**src/rtl/pixel_mem_write_pkg.sv**
```systemverilog
// Shared widths, memory word payload and write FSM states for the frame-memory writer.
package pixel_mem_write_pkg;

   localparam int unsigned LOG_MEM       = 36;
   localparam int unsigned LOG_PIX       = 18;
   localparam int unsigned LOG_HCOUNT    = 10;
   localparam int unsigned LOG_VCOUNT    = 10;
   localparam int unsigned LOG_ADDR      = 19;
   localparam int unsigned LOG_LINE_ADDR = LOG_ADDR - 1;
   localparam int unsigned LOG_XWORD     = LOG_HCOUNT - 1;
   localparam int unsigned VGA_HACTIVE   = 640;
   localparam int unsigned VGA_VACTIVE   = 480;

   typedef struct packed {
      logic [LOG_ADDR-1:0] addr;
      logic [LOG_MEM-1:0]  data;
   } mem_word_t;

   typedef enum logic {
      WR_IDLE = 1'b0,
      WR_WAIT = 1'b1
   } wr_state_t;

   // y*320 + x/2 built from y*256 + y*64, no multiplier
   function automatic logic [LOG_LINE_ADDR-1:0] word_addr(input logic [LOG_VCOUNT-1:0] y,
                                                          input logic [LOG_XWORD-1:0]  xw);
      return LOG_LINE_ADDR'({y, 8'b0}) + LOG_LINE_ADDR'({y, 6'b0}) + LOG_LINE_ADDR'(xw);
   endfunction

endpackage

```
**src/rtl/pixel_mem_write_word_fifo.sv**
```systemverilog
// Synchronous first-word-fall-through FIFO; a push on a full FIFO is taken only alongside a pop.
module word_fifo #(
   parameter int unsigned WIDTH     = 55,
   parameter int unsigned LOG_DEPTH = 2
) (
   input  logic             clock,
   input  logic             reset,
   input  logic             push,
   input  logic [WIDTH-1:0] push_data,
   input  logic             pop,
   output logic [WIDTH-1:0] pop_data_c,
   output logic             full_c,
   output logic             empty_c
);

   localparam int unsigned DEPTH = 1 << LOG_DEPTH;
   localparam int unsigned CW    = LOG_DEPTH + 1;

   logic [WIDTH-1:0]     mem [DEPTH];
   logic [LOG_DEPTH-1:0] wr_ptr;
   logic [LOG_DEPTH-1:0] rd_ptr;
   logic [CW-1:0]        count;
   logic                 do_push;
   logic                 do_pop;

   assign full_c     = (count == CW'(DEPTH));
   assign empty_c    = (count == '0);
   assign do_push    = push && (!full_c || pop);
   assign do_pop     = pop && !empty_c;
   assign pop_data_c = mem[rd_ptr];

   always_ff @(posedge clock) begin
      if (do_push) mem[wr_ptr] <= push_data;
   end

   always_ff @(posedge clock) begin
      if (!reset) begin
         wr_ptr <= '0;
         rd_ptr <= '0;
         count  <= '0;
      end else begin
         if (do_push) wr_ptr <= wr_ptr + LOG_DEPTH'(1);
         if (do_pop)  rd_ptr <= rd_ptr + LOG_DEPTH'(1);
         count <= count + CW'(do_push) - CW'(do_pop);
      end
   end

endmodule

```
**src/rtl/pixel_mem_write.sv**
```systemverilog
// Frame-memory writer: pairs pixels into 36-bit words, queues them and hands them to memory.
// PIXEL_WRITE_DOUBLE_BUFFER_EN selects double buffering via the write_addr MSB.
module pixel_mem_write
   import pixel_mem_write_pkg::*;
#(
   parameter int unsigned FIFO_LOG       = 2,
   parameter int unsigned WORDS_PER_LINE = 320
) (
   input  logic                  clock,
   input  logic                  reset,
   input  logic                  pix_valid,
   input  logic [LOG_PIX-1:0]    pix_ycrcb,
   input  logic [LOG_HCOUNT-1:0] pix_x,
   input  logic [LOG_VCOUNT-1:0] pix_y,
   input  logic                  pix_frame_end,
   output logic                  write_flag,
   output logic [LOG_MEM-1:0]    write_pixel,
   output logic [LOG_ADDR-1:0]   write_addr,
   input  logic                  done_write,
   output logic                  frame_flag,
   output logic                  overflow
);

   logic                  half_valid;
   logic [LOG_PIX-1:0]    half_data;
   logic [LOG_XWORD-1:0]  half_xw;
   logic [LOG_VCOUNT-1:0] half_y;
   logic                  pix_ok;
   logic                  pair_hit;
   logic                  pair_valid;
   logic [LOG_MEM-1:0]    pair_data;
   logic [LOG_XWORD-1:0]  pair_xw;
   logic [LOG_VCOUNT-1:0] pair_y;
   logic                  push_valid;
   mem_word_t             push_word;
   mem_word_t             pop_word;
   logic                  fifo_full;
   logic                  fifo_empty;
   logic                  fifo_pop;
   logic                  pending;
   logic                  buf_sel;
   logic                  commit;
   wr_state_t             wr_state;
   wr_state_t             wr_state_next;
   logic                  flag_next;
   logic                  frame_next;
   logic [LOG_MEM-1:0]    pixel_next;
   logic [LOG_ADDR-1:0]   addr_next;

   assign pix_ok   = pix_valid && (pix_x < LOG_HCOUNT'(2 * WORDS_PER_LINE))
                               && (pix_y < LOG_VCOUNT'(VGA_VACTIVE));
   assign pair_hit = pix_ok && pix_x[0] && half_valid
                     && (pix_x[LOG_HCOUNT-1:1] == half_xw) && (pix_y == half_y);

   // Even-pixel half register
   always_ff @(posedge clock) begin
      if (!reset) begin
         half_valid <= 1'b0;
         half_data  <= '0;
         half_xw    <= '0;
         half_y     <= '0;
      end else if (pix_frame_end) begin
         half_valid <= 1'b0;
      end else if (pix_ok && !pix_x[0]) begin
         half_valid <= 1'b1;
         half_data  <= pix_ycrcb;
         half_xw    <= pix_x[LOG_HCOUNT-1:1];
         half_y     <= pix_y;
      end else if (pair_hit) begin
         half_valid <= 1'b0;
      end
   end

   // Completed pair, then address stage feeding the FIFO
   always_ff @(posedge clock) begin
      if (!reset) begin
         pair_valid <= 1'b0;
         pair_data  <= '0;
         pair_xw    <= '0;
         pair_y     <= '0;
         push_valid <= 1'b0;
         push_word  <= '0;
      end else begin
         pair_valid <= pair_hit;
         if (pair_hit) begin
            pair_data <= {pix_ycrcb, half_data};
            pair_xw   <= pix_x[LOG_HCOUNT-1:1];
            pair_y    <= pix_y;
         end
         push_valid <= pair_valid;
         if (pair_valid) push_word <= '{addr: {buf_sel, word_addr(pair_y, pair_xw)}, data: pair_data};
      end
   end

   word_fifo #(
      .WIDTH     ($bits(mem_word_t)),
      .LOG_DEPTH (FIFO_LOG)
   ) u_fifo (
      .clock      (clock),
      .reset      (reset),
      .push       (push_valid),
      .push_data  (push_word),
      .pop        (fifo_pop),
      .pop_data_c (pop_word),
      .full_c     (fifo_full),
      .empty_c    (fifo_empty)
   );

`ifdef PIXEL_WRITE_DOUBLE_BUFFER_EN
   logic buffer;

   always_ff @(posedge clock) begin
      if (!reset)      buffer <= 1'b0;
      else if (commit) buffer <= ~buffer;
   end

   assign buf_sel = buffer;
`else
   assign buf_sel = 1'b0;
`endif

   // Frame-end pending flag and sticky overflow
   always_ff @(posedge clock) begin
      if (!reset) begin
         pending  <= 1'b0;
         overflow <= 1'b0;
      end else begin
         if (commit)             pending <= 1'b0;
         else if (pix_frame_end) pending <= 1'b1;
         if (push_valid && fifo_full && !fifo_pop) overflow <= 1'b1;
      end
   end

   always_ff @(posedge clock) begin
      if (!reset) begin
         wr_state    <= WR_IDLE;
         write_flag  <= 1'b0;
         write_pixel <= '0;
         write_addr  <= '0;
         frame_flag  <= 1'b0;
      end else begin
         wr_state    <= wr_state_next;
         write_flag  <= flag_next;
         write_pixel <= pixel_next;
         write_addr  <= addr_next;
         frame_flag  <= frame_next;
      end
   end

   // Frames commit only once the pairing pipeline and FIFO have fully drained
   always_comb begin
      wr_state_next = wr_state;
      fifo_pop      = 1'b0;
      flag_next     = 1'b0;
      frame_next    = 1'b0;
      commit        = 1'b0;
      pixel_next    = write_pixel;
      addr_next     = write_addr;
      case (wr_state)
         WR_IDLE: begin
            if (!fifo_empty) begin
               fifo_pop      = 1'b1;
               flag_next     = 1'b1;
               pixel_next    = pop_word.data;
               addr_next     = pop_word.addr;
               wr_state_next = WR_WAIT;
            end else if (pending && !pair_valid && !push_valid) begin
               frame_next = 1'b1;
               commit     = 1'b1;
            end
         end
         WR_WAIT: begin
            if (done_write) wr_state_next = WR_IDLE;
         end
         default: wr_state_next = WR_IDLE;
      endcase
   end

endmodule

```
**config.mk**
```make
export PLATFORM = sky130hd
export DESIGN_NAME = pixel_mem_write
export DESIGN_NICKNAME = d
export VERILOG_FILES = /design/src/rtl/pixel_mem_write_pkg.sv /design/src/rtl/pixel_mem_write_word_fifo.sv /design/src/rtl/pixel_mem_write.sv
export SDC_FILE = /design/constraint.sdc
export NUM_CORES = 1
export LEC_CHECK = 0
export CELL_PAD_IN_SITES_DETAIL_PLACEMENT = 0
export CELL_PAD_IN_SITES_GLOBAL_PLACEMENT = 1
export CORE_MARGIN = 2
export CORE_UTILIZATION = 45
export DETAILED_ROUTE_END_ITERATION = 7
export HOLD_SLACK_MARGIN = 0.03
export PLACE_DENSITY_LB_ADDON = 0.1
export SLEW_MARGIN = 20
export SYNTH_ARGS = -nofsm -noshare
export SYNTH_HDL_FRONTEND = slang
export SYNTH_HIERARCHICAL = 1
export SYNTH_SLANG_ARGS = --single-unit
```
**constraint.sdc**
```tcl
create_clock -name clock -period 4.52 [get_ports clock]
set_clock_uncertainty 0.05 [all_clocks]
set_input_delay 0.452 -clock clock [delete_from_list [all_inputs] [get_ports clock]]
set_output_delay 0.452 -clock clock [all_outputs]
set_load 0.02 [all_outputs]
```
==> impl_metrics.json <==
{
  "cts.root.buffer_cell": "sky130_fd_sc_hd__clkbuf_16",
  "cts.repair.resized": 0,
  "cts_max_path_buffers": 3,
  "final.min_clock_period_ps": 2770,
  "gr-total-overflow": 0,
  "nFillCells": 3185,
  "floorplan.die.height_microns": 197,
  "worst_r2r_path_depth": 13,
  "async_reset_ff_share_pct": 0,
  "postRouteWirelength_microns": 36100,
  "critPathRequiredTime_ps": 4910,
  "timing.rr.end": "u_fifo/count[2]",
  "synth_seq_cells": 438,
  "drv_cap": 0,
  "synthToLayoutAreaGrowth_pct": 16.5,
  "hold_path_class": "flip-flop to flip-flop",
  "synth.avg_cell_area_sq_um": 12.9,
  "mux_contribution_to_synthesized_area_pct": 10.5,
  "grt_setup_unrepaired": "false",
  "post_layout_total_power_mw": 7.90,
  "synthesis.instances": 1291,
  "fin_crit_sh_pct": 61.2,
  "first_global_vias": 9990,
  "design.final.nets": 1444,
  "antennaDiodeCount": 0,
  "rrSetupSlack_ps": 1750,
  "critical_path.startpoint_type": "flip-flop",
  "critical_path.reg2reg.startpoint": "u_fifo/count[1]",
  "first_pass_iters": 5,
  "hp-start": "write_addr[18]",
  "sequential_cell_area_sq_um": 11000,
  "core_area_sq_um": 36600,
  "start_util_pct": 45.7,
  "ys.flop_type": "sky130_fd_sc_hd__edfxtp_1",
  "grt_pass1_wl_microns": 57100,
  "gp_congestion": 0.781,
  "dominant_combinational_cell_family_by_area_after_synthesis": "multiplexers",
  "syn-cell-area_sq_um": 16700,
  "drt_via_density": 5.35,
  "mostFrequentLayoutCell": "sky130_fd_sc_hd__edfxtp_1",
  "worst_setup_ep_type": "flip-flop",
  "slew_viol_final": 0,
  "cts_tree": "yes",
  "number_of_hold_buffers_added_after_cts": 0,
  "multi_input_area_sq_um": 5180,
  "synth-compound-area-share_pct": 7.67,
  "total_number_of_clock_tree_sinks": 438,
  "min_path_cells": 2,
  "hpwlAfterDp_microns": 21600,
  "synth_sequential_area_ratio_pct": 65.6,
  "max_clock_freq_mhz": 362,
  "synthesis.yosys.warnings": 6,
  "floorplan.io_pins": 101,
  "power.ir.vdd_worst_mv": 0.228,
  "drive_gt1_share_pct": 11.4,
  "yosys.area.top_type": "sky130_fd_sc_hd__edfxtp_1",
  "timing.final.setup_violations": 0,
  "worstHoldEndpoint": "write_addr[18]",
  "placedInstanceArea_sq_um": 18000,
  "yosys.area.top_type_share_pct": 39.5,
  "detail_route.iter0.violations": 656,
  "slew_headroom_pct": 31.4,
  "ant_nets": 0,
  "synth.area.top_cells": "sky130_fd_sc_hd__edfxtp_1 (40%), sky130_fd_sc_hd__dfxtp_1 (26%), sky130_fd_sc_hd__mux4_2 (6.7%), sky130_fd_sc_hd__a21oi_1 (4.6%), sky130_fd_sc_hd__nand2_1 (4.4%)",
  "portBuffers": 100,
  "post_cts.repair.setup_buffers": 0,
  "cts.clk_slew.worst_paths_ps": 60,
  "finalHoldViolations": 0,
  "synth_simple_gate_area_share_pct": 9.14,
  "total_clock_buffers_created_by_cts": 45,
  "insertion_delay_ps": 550,
  "post_drt_wl_per_cell_microns": 19.2,
  "layout.core_utilization_pct": 53.2,
  "arithmetic_cell_share_of_the_synthesized_area_counting_full_adders_half_adders_and_majority_gates_pct": 2.23,
  "via_total_after_detailed_routing": 10000,
  "netlist-cell-type-count": 53,
  "core.rowCount": 70,
  "cts_max_level": 2,
  "run_status": "completed",
  "total_leakage_power_nw": 6.38,
  "timing_worst_setup_path_type": "flip-flop to flip-flop",
  "number_of_antenna_violations_at_the_first_check_in_global_routing": 0,
  "synth_edf_count": 220,
  "cp_data_arrival_time_ps": 3160,
  "grt_max_degree": 99,
  "setup_total_negative_slack_ps": 0,
  "power_density_nw_per_um2": 406,
  "worstPathMaxFanout": 7,
  "post_synth_xor_area_fraction_pct": 1.31,
  "grt_use_total_pct": 19.1,
  "die_w_microns": 197,
  "die_outline_area_sq_um": 38700,
  "final_area_sq_um": 19500,
  "top_library_cells_by_usage_in_the_layout_fill_and_taps_aside": "sky130_fd_sc_hd__edfxtp_1 (220), sky130_fd_sc_hd__dfxtp_1 (215), sky130_fd_sc_hd__nand2_1 (196)",
  "drc_errors": 0,
  "tightest_slew_ps": 1030
}
-- sequential cells by signal, indices dropped and copies added (netlist names), 3 cells and up, named ones only --
name,cells
u_fifo/mem,220
push_word,54
pair_data,36
write_pixel,36
write_addr,19
half_data,18
half_y,10
pair_y,10
half_xw,9
pair_xw,9
u_fifo/count,3
-- metal layers --
metal,up-vias,GRT usage [%],part of all wire [%]
met3,56,3.25,4.1
met5,-,0,0
met4,0,5.51,2.3
li1,4841,-,-
met2,195,29.6,45
met1,4956,27.8,49
-- cell usage after synthesis (2+ instances only) --
| library cell | count |
|---|---|
| sky130_fd_sc_hd__nand4_1 | 4 |
| sky130_fd_sc_hd__a211oi_1 | 6 |
| sky130_fd_sc_hd__buf_2 | 31 |
| sky130_fd_sc_hd__a21oi_1 | 154 |
| sky130_fd_sc_hd__a41oi_1 | 2 |
| sky130_fd_sc_hd__edfxtp_1 | 220 |
| sky130_fd_sc_hd__buf_6 | 7 |
| sky130_fd_sc_hd__ha_1 | 25 |
| sky130_fd_sc_hd__dfxtp_1 | 218 |
| sky130_fd_sc_hd__nor2_1 | 54 |
| sky130_fd_sc_hd__mux2i_1 | 49 |
| sky130_fd_sc_hd__xor2_1 | 21 |
| sky130_fd_sc_hd__nor3_2 | 2 |
| sky130_fd_sc_hd__fa_1 | 3 |
| sky130_fd_sc_hd__buf_12 | 5 |
| sky130_fd_sc_hd__mux4_1 | 5 |
| sky130_fd_sc_hd__nand2b_1 | 2 |
| sky130_fd_sc_hd__a21o_1 | 5 |
| sky130_fd_sc_hd__mux4_2 | 50 |
| sky130_fd_sc_hd__and3_1 | 3 |
| sky130_fd_sc_hd__xnor2_1 | 4 |
| sky130_fd_sc_hd__or3_1 | 2 |
| sky130_fd_sc_hd__nand2_1 | 196 |
| sky130_fd_sc_hd__a31oi_1 | 2 |
| sky130_fd_sc_hd__o21ai_0 | 14 |
| sky130_fd_sc_hd__inv_1 | 17 |
| sky130_fd_sc_hd__nor4_1 | 2 |
| sky130_fd_sc_hd__clkbuf_1 | 35 |
| sky130_fd_sc_hd__clkbuf_4 | 5 |
| sky130_fd_sc_hd__o21ai_1 | 52 |
| sky130_fd_sc_hd__nand3_1 | 54 |
| sky130_fd_sc_hd__or2_2 | 3 |
| sky130_fd_sc_hd__and2_1 | 9 |
| sky130_fd_sc_hd__nor4_2 | 3 |
| sky130_fd_sc_hd__nor3_1 | 2 |
| sky130_fd_sc_hd__nand3b_1 | 6 |
| sky130_fd_sc_hd__buf_1 | 3 |
-- layout make-up --
type / count / share of cell area (%)
Timing Repair Buffer: 120 / 6.10
Inverter: 17 / 0.353
Clock inverter: 21 / 0.964
Sequential cell: 438 / 56.4
Clock buffer: 62 / 6.58
Multi-Input combinational cell: 751 / 26.6
Tap cell: 468 / 3.01
-- logic make-up after synthesis --
logic type	after synthesis
AOI/OAI and AO/OA	243
xor gates and xnor gates	25
adders and majority gates	28
buffers and inverters	105
DFF	438
muxes	104
other	1
and+or+nand+nor	347
-- worst max path at each step --
stage | cells after the start | slack, ps | from | end
2_1_floorplan | 8 | 1120 | u_fifo/count[1] | u_fifo/mem[0][0]
3_3_place_gp | 7 | 1550 | pix_x[8] | pair_data[14]
3_5_place_dp | 7 | 1510 | pix_x[8] | pair_data[22]
4_1_cts | 13 | 1740 | u_fifo/count[1] | u_fifo/count[2]
5_1_grt | 13 | 1580 | u_fifo/count[1] | u_fifo/count[2]
6_report | 13 | 1750 | u_fifo/count[1] | u_fifo/count[2]
-- through the flow --
stage / worst slack, ps / cells / hold WS (ps)
after detailed placement: 1510 / 1794 / 396
after floorplan: 1120 / 1294 / 378
final: 1750 / 1877 / 402
after CTS: 1740 / 1877 / 406
after global routing: 1580 / 1877 / 422
after global placement: 1550 / 1794 / 392
-- critical path, stage by stage (launching register included) --
cell and delay [ps]:
sky130_fd_sc_hd__dfxtp_1 410, sky130_fd_sc_hd__nor3_2 100, sky130_fd_sc_hd__or2_2 300, sky130_fd_sc_hd__inv_2 60
sky130_fd_sc_hd__inv_1 60, sky130_fd_sc_hd__a21boi_2 300, sky130_fd_sc_hd__inv_1 80, sky130_fd_sc_hd__ha_1 290
sky130_fd_sc_hd__inv_1 40, sky130_fd_sc_hd__ha_1 180, sky130_fd_sc_hd__fa_1 380, sky130_fd_sc_hd__xor2_1 160
sky130_fd_sc_hd__xnor2_1 120, sky130_fd_sc_hd__and2_1 150
-- power by group --
group	internal [mW]	leakage, nW	switching (mW)
clock network	2.15	0.730	1.49
logic	0.0488	1.89	0.0736
registers	4.14	3.76	0.00379
total	6.34	6.38	1.57
(Power assumes the default switching activity.)
